===== src/rtl/dfc_rx_fifo_if.sv =====
// dfc_rx_fifo_if
//   Bundles the two sides of the DFC receive FIFO: the delayed-flow-control
//   link (c_*) from the remote sender and the srdy/drdy consumer side (p_*).
// Signals
//   c_vld   link word valid, no per-word handshake
//   c_data  link word
//   c_fc_n  flow control back to the sender, 1 = may send, 0 = stop
//   p_srdy  FIFO not empty, p_data valid
//   p_drdy  consumer accepts the head word this cycle
//   p_data  word at the FIFO head
// Modports
//   master  environment side: drives the link word and p_drdy
//   slave   FIFO side: drives c_fc_n, p_srdy and p_data
interface dfc_rx_fifo_if #(
    parameter int width = 8
);
    logic             c_vld;
    logic [width-1:0] c_data;
    logic             c_fc_n;
    logic             p_srdy;
    logic             p_drdy;
    logic [width-1:0] p_data;

    modport master (
        output c_vld, c_data, p_drdy,
        input  c_fc_n, p_srdy, p_data
    );

    modport slave (
        input  c_vld, c_data, p_drdy,
        output c_fc_n, p_srdy, p_data
    );
endinterface


===== src/rtl/dfc_rx_fifo.sv =====
// dfc_rx_fifo
//   Receive end of a delayed-flow-control link. Every word presented with
//   c_vld is captured into a circular FIFO and re-issued on the srdy/drdy
//   side in strict arrival order. A registered active-low flow-control
//   output throttles the sender; depth - threshold must cover the full
//   round trip of the flow-control loop so in-flight words always fit.
// Ports
//   clk     clock, all logic on the rising edge
//   reset   synchronous, active-high; empties the FIFO, c_fc_n goes low
//   link    dfc_rx_fifo_if.slave (c_vld, c_data, c_fc_n, p_srdy, p_drdy, p_data)
// Parameters
//   width      data word width
//   depth      number of entries (>= 2, need not be a power of two)
//   threshold  fill level above which c_fc_n is driven low
module dfc_rx_fifo #(
    parameter int width     = 8,
    parameter int depth     = 8,
    parameter int threshold = 1
) (
    input  logic          clk,
    input  logic          reset,
    dfc_rx_fifo_if.slave  link
);
    localparam int ptr_w = $clog2(depth);
    localparam int cnt_w = $clog2(depth + 1);
    localparam logic [cnt_w-1:0] depth_c = cnt_w'(depth);
    localparam logic [cnt_w-1:0] thr_c   = cnt_w'(threshold);
    localparam logic [ptr_w-1:0] last_c  = ptr_w'(depth - 1);

    logic [width-1:0] mem [depth];
    logic [ptr_w-1:0] rd_ptr;
    logic [ptr_w-1:0] wr_ptr;
    logic [cnt_w-1:0] count;
    logic [cnt_w-1:0] count_next;
    logic             fc_n;
    logic             rd;
    logic             wr;

    // Pointers wrap explicitly so depth need not be a power of two.
    function automatic logic [ptr_w-1:0] next_ptr(input logic [ptr_w-1:0] p);
        return (p == last_c) ? '0 : p + ptr_w'(1);
    endfunction

    assign link.p_srdy = (count != '0);
    assign link.p_data = mem[rd_ptr];
    assign link.c_fc_n = fc_n;

    // A simultaneous read frees a slot, so a full FIFO still accepts a word
    // in the same cycle its head is consumed.
    assign rd = link.p_srdy & link.p_drdy;
    assign wr = link.c_vld & ((count < depth_c) | rd);

    always_comb begin
        count_next = count;
        if (wr && !rd) begin
            count_next = count + cnt_w'(1);
        end else if (rd && !wr) begin
            count_next = count - cnt_w'(1);
        end
    end

    // Flow control is computed from the next fill level so the sender sees
    // the stop one cycle earlier than it would from the registered count.
    always_ff @(posedge clk) begin
        if (reset) begin
            rd_ptr <= '0;
            wr_ptr <= '0;
            count  <= '0;
            fc_n   <= 1'b0;
        end else begin
            if (wr) begin
                wr_ptr <= next_ptr(wr_ptr);
            end
            if (rd) begin
                rd_ptr <= next_ptr(rd_ptr);
            end
            count <= count_next;
            fc_n  <= (count_next <= thr_c);
        end
    end

    // Storage is deliberately not reset; emptiness is tracked by count alone.
    always_ff @(posedge clk) begin
        if (wr && !reset) begin
            mem[wr_ptr] <= link.c_data;
        end
    end
endmodule


===== src/flat_wrapper.sv =====
// flat-port wrapper written by rule: the top's interface ports become plain ports
module dfc_rx_fifo_flat 
#(
    parameter int width     = 8,
    parameter int depth     = 8,
    parameter int threshold = 1
)
  (clk, reset, link_c_vld, link_c_data, link_p_drdy, link_c_fc_n, link_p_srdy, link_p_data);
  dfc_rx_fifo_if #(.width(width)) link_i ();
  input  logic clk;
  input  logic reset;
  input wire logic [$bits(link_i.c_vld)-1:0] link_c_vld;
  input wire logic [$bits(link_i.c_data)-1:0] link_c_data;
  input wire logic [$bits(link_i.p_drdy)-1:0] link_p_drdy;
  output wire logic [$bits(link_i.c_fc_n)-1:0] link_c_fc_n;
  output wire logic [$bits(link_i.p_srdy)-1:0] link_p_srdy;
  output wire logic [$bits(link_i.p_data)-1:0] link_p_data;
  assign link_i.c_vld = link_c_vld;
  assign link_i.c_data = link_c_data;
  assign link_i.p_drdy = link_p_drdy;
  assign link_c_fc_n = link_i.c_fc_n;
  assign link_p_srdy = link_i.p_srdy;
  assign link_p_data = link_i.p_data;
  dfc_rx_fifo #(.width(width), .depth(depth), .threshold(threshold)) u_core (.clk(clk), .reset(reset), .link(link_i));
endmodule

===== config.mk =====
export PLATFORM = sky130hd
export DESIGN_NAME = dfc_rx_fifo_flat
export DESIGN_NICKNAME = d
export VERILOG_FILES = /design/src/rtl/dfc_rx_fifo_if.sv /design/src/rtl/dfc_rx_fifo.sv /design/src/flat_wrapper.sv
export SDC_FILE = /design/constraint.sdc
export NUM_CORES = 1
export LEC_CHECK = 0
export CORE_MARGIN = 2
export CORE_UTILIZATION = 24
export DETAILED_ROUTE_END_ITERATION = 10
export PLACE_DENSITY = 0.46
export SLEW_MARGIN = 10
export SYNTH_ARGS = -nofsm -noshare
export SYNTH_HDL_FRONTEND = slang
export SYNTH_SLANG_ARGS = --single-unit

===== constraint.sdc =====
create_clock -name clk -period 2.9 [get_ports clk]
set_input_delay 0.725 -clock clk [delete_from_list [all_inputs] [get_ports clk]]
set_output_delay 0.725 -clock clk [all_outputs]
set_load 0.03 [all_outputs]

==> results of run 1 <==
[tightest hold or removal path: stages, from the launching register on]
cell and delay, ns:
dfxtp_1 0.31, nand2_1 0.05, a21oi_1 0.08
[what timing repair did]
item,CTS,global route
hold buffers,0,0
resized for setup,6,0
setup endpoints to repair,6,0
[worst min-delay path by stage]
| stage | from | endpoint | cells after the start | slack (ns) |
|---|---|---|---|---|
| 2_1_floorplan | u_core.rd_ptr[1] | flop | 2 | 0.45 |
| 3_3_place_gp | u_core.rd_ptr[2] | u_core.rd_ptr[2] | 2 | 0.48 |
| 3_5_place_dp | u_core.rd_ptr[2] | u_core.rd_ptr[2] | 2 | 0.48 |
| 4_1_cts | u_core.rd_ptr[2] | u_core.rd_ptr[2] | 2 | 0.49 |
| 5_1_grt | u_core.rd_ptr[2] | u_core.rd_ptr[2] | 2 | 0.51 |
| 6_report | u_core.rd_ptr[1] | u_core.rd_ptr[1] | 2 | 0.49 |
[Yosys cell counts, drive strengths merged]
library cell	number	area share [%]
edfxtp	64	59
mux4	16	13
dfxtp	14	8.7
nor2	11	1.3
a21oi	9	1.4
mux2	8	2.8
buf	6	1.5
ha	6	2.3
inv	6	0.70
nand2	6	0.70
nor2b	4	0.77
mux2i	3	0.93
nand2b	3	0.58
o21ai	3	0.81
or3	3	0.58
clkbuf	2	0.23
nand3	2	0.31
nor3	2	0.31
a22o	1	0.27
a31oi	1	0.19
a32oi	1	0.27
nand4	1	0.19
nand4b	1	0.27
nor3b	1	0.39
nor4bb	1	0.31
o2111ai	1	0.27
o221ai	1	0.27
or2	1	0.19
or3b	1	0.27
or4	1	0.23
xnor3	1	0.70
[per-stage QoR]
| stage | cell area [µm²] | std cells | hold slack (ns) | utilization (%) |
|---|---|---|---|---|
| final | 4030 | 399 | 0.493 | 30.5 |
| after global routing | 4030 | 399 | 0.508 | 30.5 |
| after CTS | 4030 | 399 | 0.492 | 30.5 |
| after detailed placement | 3710 | 383 | 0.477 | 28.2 |
| after global placement | 3710 | 383 | 0.481 | 28.2 |
| after floorplan | 3240 | 181 | 0.454 | - |
[metal layers]
metal,global-route usage (%),vias to the layer above,part of all wire (%)
met5,0,-,0
met4,3.75,0,1.7
met3,2.90,8,3.3
met2,14.4,35,49
met1,10.9,858,46
li1,-,803,-
[logic make-up (layout without fill, tap and decap cells)]
kind of cell	count (synthesis)	count (layout)	share of synthesized area, %
compound gates	17	17	3.48
xor+xnor	1	1	0.696
fa+ha+maj	6	6	2.32
buf+inv	14	56	2.47
flops	78	78	68.1
mux	27	27	16.6
simple gates	38	38	6.38
[where the power goes]
group / total (mW) / internal, mW / switching, mW / leakage (nW)
logic: 0.685 / 0.333 / 0.352 / 0.532
clock network: 1.20 / 0.759 / 0.441 / 0.153
registers: 1.31 / 1.27 / 0.0421 / 0.692
total: 3.20 / 2.36 / 0.835 / 1.38
[sequential cells by signal, summed over array words and instances (netlist names), named ones only]
register / cells
u_core.wr_ptr: 3
u_core.count: 4
u_core.mem: 64
u_core.rd_ptr: 3
u_core.link.c_fc_n: 1
[layout make-up]
class                      count  area, µm²  share of cell area [%]
clock buffer                  10        229                    5.68
clock inverter                 6       93.8                    2.33
multi-input combinational     89        953                    23.7
tap                          176        220                    5.47
timing repair buffer          34        308                    7.64
inverter                       6       22.5                   0.559
sequential                    78       2200                    54.7
[cells in the final DEF (no fill, tap or decap), drive strengths merged, types with 2 or more instances in the layout]
cell type,instances
mux2,8
buf,15
ha,6
clkinv,2
mux2i,3
nor2,11
or3,3
clkbuf,10
nor3,2
dlygate4sd2,6
nand3,2
nor2b,4
o21ai,3
mux4,16
bufinv,2
inv,7
edfxtp,64
dfxtp,14
clkdlybuf4s50,13
nand2b,3
nand2,6
a21oi,9
==> metrics.txt, run 1 <==
vias in the first global route ~1800; Layout Nets 236; Final Slew Violations 0; drt drc 0; Min-Delay Path Class reg2reg; Clock Skews between 0.007 and 0.008 ns; fin crit period 2.79 ns; Rel. slew slack 68.7%; Final Hold Viols 0; synthesis-stage register bit count 78; All-Layer GR Usage about 9%; Port Buf Inserts 21; Overall Power approximately 3.2 mW; kind of end point of the critical path primary output; Initial DRC Count approximately 100; status finished clean; share of layout cells above drive strength 1 between 20% and 30%; Critical Path Fanout Max 16; H-tree levels 3; crit path launch type flop; chip width about 120 µm; CP max stage delay roughly 0.58 ns; GP Congestion ~0.74; Setup Total Neg Slack 0 ns; Crit-path slowest cell mux4_1; first-pass GRT wire length approximately 9400 µm; Starting Density 24.5%; unrepaired setup endpoints after global routing false; r2r worst-path depth 5; Vias/cell between 4 and 5; IO Pins 22; FMAX 358 MHz; core box area ~0.013 mm²; setup ws final 0.109 ns; pin count of the biggest net entering global routing 17; required time worst endpoint ~2.2 ns; r2r endpoint u_core.mem[1][0]; Routed WL between 5000 and 6000 µm; # Post-CTS Setup Buffers 0; Ys Warns 0; Critical Path Stages 4; synthesized instance count about 180; WL/cell 14.9 µm; Syn Nets 199; synthesized area per cell ~18 µm²; Final ANT Viol Nets 0; worst path cell trace buf_12, mux4_1, mux2_2, dlygate4sd2_1; VDD IR max 0.000361 V; hpwl dp 3780 µm; PD cells 793 mW/mm²; CTS tree done; Clk pin slew, worst setup/hold paths about 0.060 ns; area grow syn2layout 24.5%; Worst Path Arrival 2.07 ns; die area approximately 0.014 mm²; clk buf depth 2; Slew @ Worst Pin between 0.4 and 0.5 ns; clk sinks 78; worst reg-to-reg setup slack 1.11 ns; Top delay family on crit path multiplexers; pre-CTS setup slack 0.218 ns; Congestion Overflow GR 0; endpoints failing setup 0; Buf/Inv on CP 2; Lkg Pwr approximately 1.4 nW; library cells used by synthesis 38; antenna violations before repair 0; ant diodes 0; origin of the critical flop-to-flop path u_core.count[3]; max_cap viols 0; Crit Path Class reg2out; first-pass iteration count of the detailed router 4; DR vias about 1700; post-synthesis sequential area ratio ~68%; Root Buffer clkbuf_16; Critical Path End link_p_data[6]; Die H about 120 µm; layout filler cell count ~1300; row count 42; worst skew pair latency about 0.33 ns; total CTS buffers 9; Mapped Area 0.00324 mm²; Final Cycle Share between 90% and 100%
Power figures use the tool's default switching activity.
==> run 2: changes to the inputs <==
--- a/config.mk
+++ b/config.mk
@@ -5,10 +5,12 @@
 export SDC_FILE = /design/constraint.sdc
 export NUM_CORES = 1
 export LEC_CHECK = 0
+export ABC_AREA = 1
 export CORE_MARGIN = 2
 export CORE_UTILIZATION = 24
 export DETAILED_ROUTE_END_ITERATION = 10
-export PLACE_DENSITY = 0.46
+export DONT_BUFFER_PORTS = 1
+export PLACE_DENSITY = 0.44
 export SLEW_MARGIN = 10
 export SYNTH_ARGS = -nofsm -noshare
 export SYNTH_HDL_FRONTEND = slang
==> run 2 against run 1 <==
Effect of this change: synthesized area is 0.93% lower; via count is 24% higher; first-iteration DRC count is 33% higher; sequential cell count stayed put; combinational power is 13% lower; global-route usage is 2.1 points higher; clock-buffer cell count is 1 lower; clock power is 7% lower; hold slack worse by 0.039 ns; largest power group unchanged; highest routed layer unchanged.
==> metrics.txt, run 2 <==
CTS tree done (unchanged); Routed WL 7200 µm (was 5940 µm); crit path launch type flop (unchanged); kind of end point of the critical path primary output (unchanged); # Post-CTS Setup Buffers 0 (unchanged); origin of the critical flop-to-flop path u_core.count[3] (unchanged); Starting Density 24.4% (was 24.5%); synth top area cells edfxtp_1 60%, dfxtp_1 8.7%, nor2_1 7.0% (was edfxtp_1 59%, mux4_1 12%, dfxtp_1 8.7%); Initial DRC Count 138 (was 104); status finished clean (unchanged); max reg flops 64 (unchanged); hpwl dp 4620 µm (was 3780 µm); synthesized area per cell 11.1 µm² (was 17.9 µm²); top cells by count, synth 64 x edfxtp_1, 60 x nor2_1, 45 x nand2_1, 28 x o21ai_0, 14 x dfxtp_1 (was 64 x edfxtp_1, 15 x mux4_1, 14 x dfxtp_1, 11 x nor2_1, 9 x a21oi_1); top-count cell post-synth edfxtp_1 (unchanged); Rel. slew slack 63.6% (was 68.7%); core box area 0.0131 mm² (was 0.0132 mm²); IO Pins 22 (unchanged); r2r worst-path depth 6 (was 5); first-pass iteration count of the detailed router 4 (unchanged); All-Layer GR Usage 11.0% (was 8.88%); pin count of the biggest net entering global routing 33 (was 17); Vias/cell 4.31 (was 4.27); Clock Skews 0.00520 ns (was 0.00728 ns); commonest non-fill, non-tap cell in the layout edfxtp_1 (unchanged); drt drc 0 (unchanged); r2r endpoint u_core.mem[4][0] (was u_core.mem[1][0]); Overall Power 3.04 mW (was 3.20 mW); row count 42 (unchanged); post-synthesis sequential area ratio 68.7% (was 68.1%); fin crit period 2.71 ns (was 2.79 ns); total CTS buffers 9 (unchanged); Final ANT Viol Nets 0 (unchanged); Worst Path Arrival 1.99 ns (was 2.07 ns); unrepaired setup endpoints after global routing false (unchanged); Lkg Pwr 1.39 nW (was 1.38 nW); commonest cells after routing, fill and taps aside 64 x edfxtp_1, 60 x nor2_1, 45 x nand2_1 (was 64 x edfxtp_1, 15 x mux4_1, 14 x dfxtp_1, 14 x buf_4, 13 x clkdlybuf4s50_1); share of layout cells above drive strength 1 13.9% (was 20.2%); Min-Delay Path Class in2reg (was reg2reg); Yosys top cell by area edfxtp_1 (unchanged); DR vias 2121 (was 1704); Setup Total Neg Slack 0 ns (unchanged); endpoints failing setup 0 (unchanged); antenna violations before repair 0 (unchanged); synthesis-stage register bit count 78 (unchanged); area grow syn2layout 19.2% (was 24.5%); max_cap viols 0 (unchanged); Final Cycle Share 93.5% (was 96.3%); ant diodes 0 (unchanged); Port Buf Inserts 0 (was 21); Clk pin slew, worst setup/hold paths 0.06 ns (about the same); worst reg-to-reg setup slack 1.32 ns (was 1.11 ns); chip width 120 µm (about the same); Syn Nets 308 (was 199); worst skew pair latency 0.33 ns (about the same); clk buf depth 2 (unchanged); H-tree levels 3 (unchanged); GP Congestion 0.718 (was 0.741); Slew @ Worst Pin 0.545 ns (was 0.469 ns); PD cells 796 mW/mm² (was 793 mW/mm²); Root Buffer clkbuf_16 (unchanged); required time worst endpoint 2.17 ns (about the same); Mapped Area 0.00321 mm² (was 0.00324 mm²); Final Slew Violations 0 (unchanged); post_cts resized 0 (was 6); Ys Warns 0 (unchanged); Die H 120 µm (about the same); biggest regs u_core.mem x64, u_core.count x4 (unchanged); layout filler cell count 1388 (was 1297); library cells used by synthesis 24 (was 38); Final Hold Viols 0 (unchanged); die area 0.0143 mm² (was 0.0144 mm²); number of enable flip-flop cells after synthesis 64 (unchanged); Crit Path Class reg2out (unchanged); Hold-fix buffers, CTS 0 (unchanged); Synth async-reset ratio 0% (unchanged); Critical Path Fanout Max 17 (was 16); WL/cell 14.6 µm (was 14.9 µm); FMAX 369 MHz (was 358 MHz); first-pass GRT wire length 11800 µm (was 9400 µm); Congestion Overflow GR 0 (unchanged); clk sinks 78 (unchanged); synthesized instance count 290 (was 181); area share of the largest cell type after synthesis 60.0% (was 59.4%); Main synth FF type edfxtp_1 (unchanged); Layout Nets 329 (was 236); Critical Path End link_p_data[1] (was link_p_data[6]); Largest Register u_core.mem (unchanged); vias in the first global route 2230 (was 1771); VDD IR max 0.000305 V (was 0.000361 V)
## run 2: changes by cell type after synthesis, sizes merged, moves of 8 or more
cell   before  now
nor2       11   61
nand2       6   48
o21ai       3   38
mux4       16    0
inv         6   16
mux2        8    0
## run 2: worst min-delay path by stage
stage / startpoint / to / cells after the start
floorplan: u_core.count[0] / u_core.count[0] / 1
global placement: u_core.count[0] / u_core.count[0] / 1
detailed placement: u_core.count[0] / u_core.count[0] / 1
CTS: reset / u_core.count[1] / 1
global route: reset / u_core.count[1] / 1
finish: reset / u_core.count[1] / 1
## run 2: critical path, stage by stage (launching register included)
cell and delay (ns):
dfxtp_1 0.65, inv_2 0.28, nor2_1 0.14, o21ai_0 0.08, a31oi_1 0.28, buf_4 0.21
## run 2: power by group
part / leakage [nW] / internal, mW / switching, mW
clock network: 0.140 / 0.667 / 0.451
logic: 0.556 / 0.196 / 0.402
registers: 0.694 / 1.26 / 0.0616
total: 1.39 / 2.13 / 0.914
## run 2: final cells by class
| class | instances | area (µm²) | area share, % |
|---|---|---|---|
| Sequential cell | 78 | 2200 | 57.6 |
| Tap cell | 176 | 220 | 5.76 |
| Multi-Input combinational cell | 188 | 906 | 23.7 |
| Inverter | 16 | 60.1 | 1.57 |
| Clock inverter | 7 | 71.3 | 1.87 |
| Timing Repair Buffer | 18 | 135 | 3.54 |
| Clock buffer | 9 | 225 | 5.90 |
## run 2: layer usage
metal / vias to the layer above / share of wire, % / GRT usage [%]
met2: 37 / 49 / 18.5
met5: - / 0 / 0
met1: 1018 / 45 / 13.4
li1: 1055 / - / -
met4: 0 / 1.5 / 4.19
met3: 11 / 4.5 / 3.04
## run 2: cells by family (layout without fill, tap and decap cells)
family	Yosys count	in the layout	synth area share, %
and+or+nand+nor	118	118	14.8
DFF	78	78	68.7
AOI/OAI and AO/OA	63	63	10.9
buffers and inverters	24	50	3.04
adders and majority gates	6	6	2.34
xor gates and xnor gates	1	1	0.273
## run 2: stage by stage
step / setup WS, ns / instance area, µm² / util (%) / std cells / hold WS, ns
after floorplan: 0.816 / 3210 / - / 290 / 0.462
after global placement: 0.567 / 3520 / 26.8 / 476 / 0.482
after detailed placement: 0.527 / 3520 / 26.8 / 476 / 0.491
after CTS: 0.154 / 3820 / 29.1 / 492 / 0.442
after global routing: 0.0374 / 3820 / 29.1 / 492 / 0.438
final: 0.189 / 3820 / 29.1 / 492 / 0.454
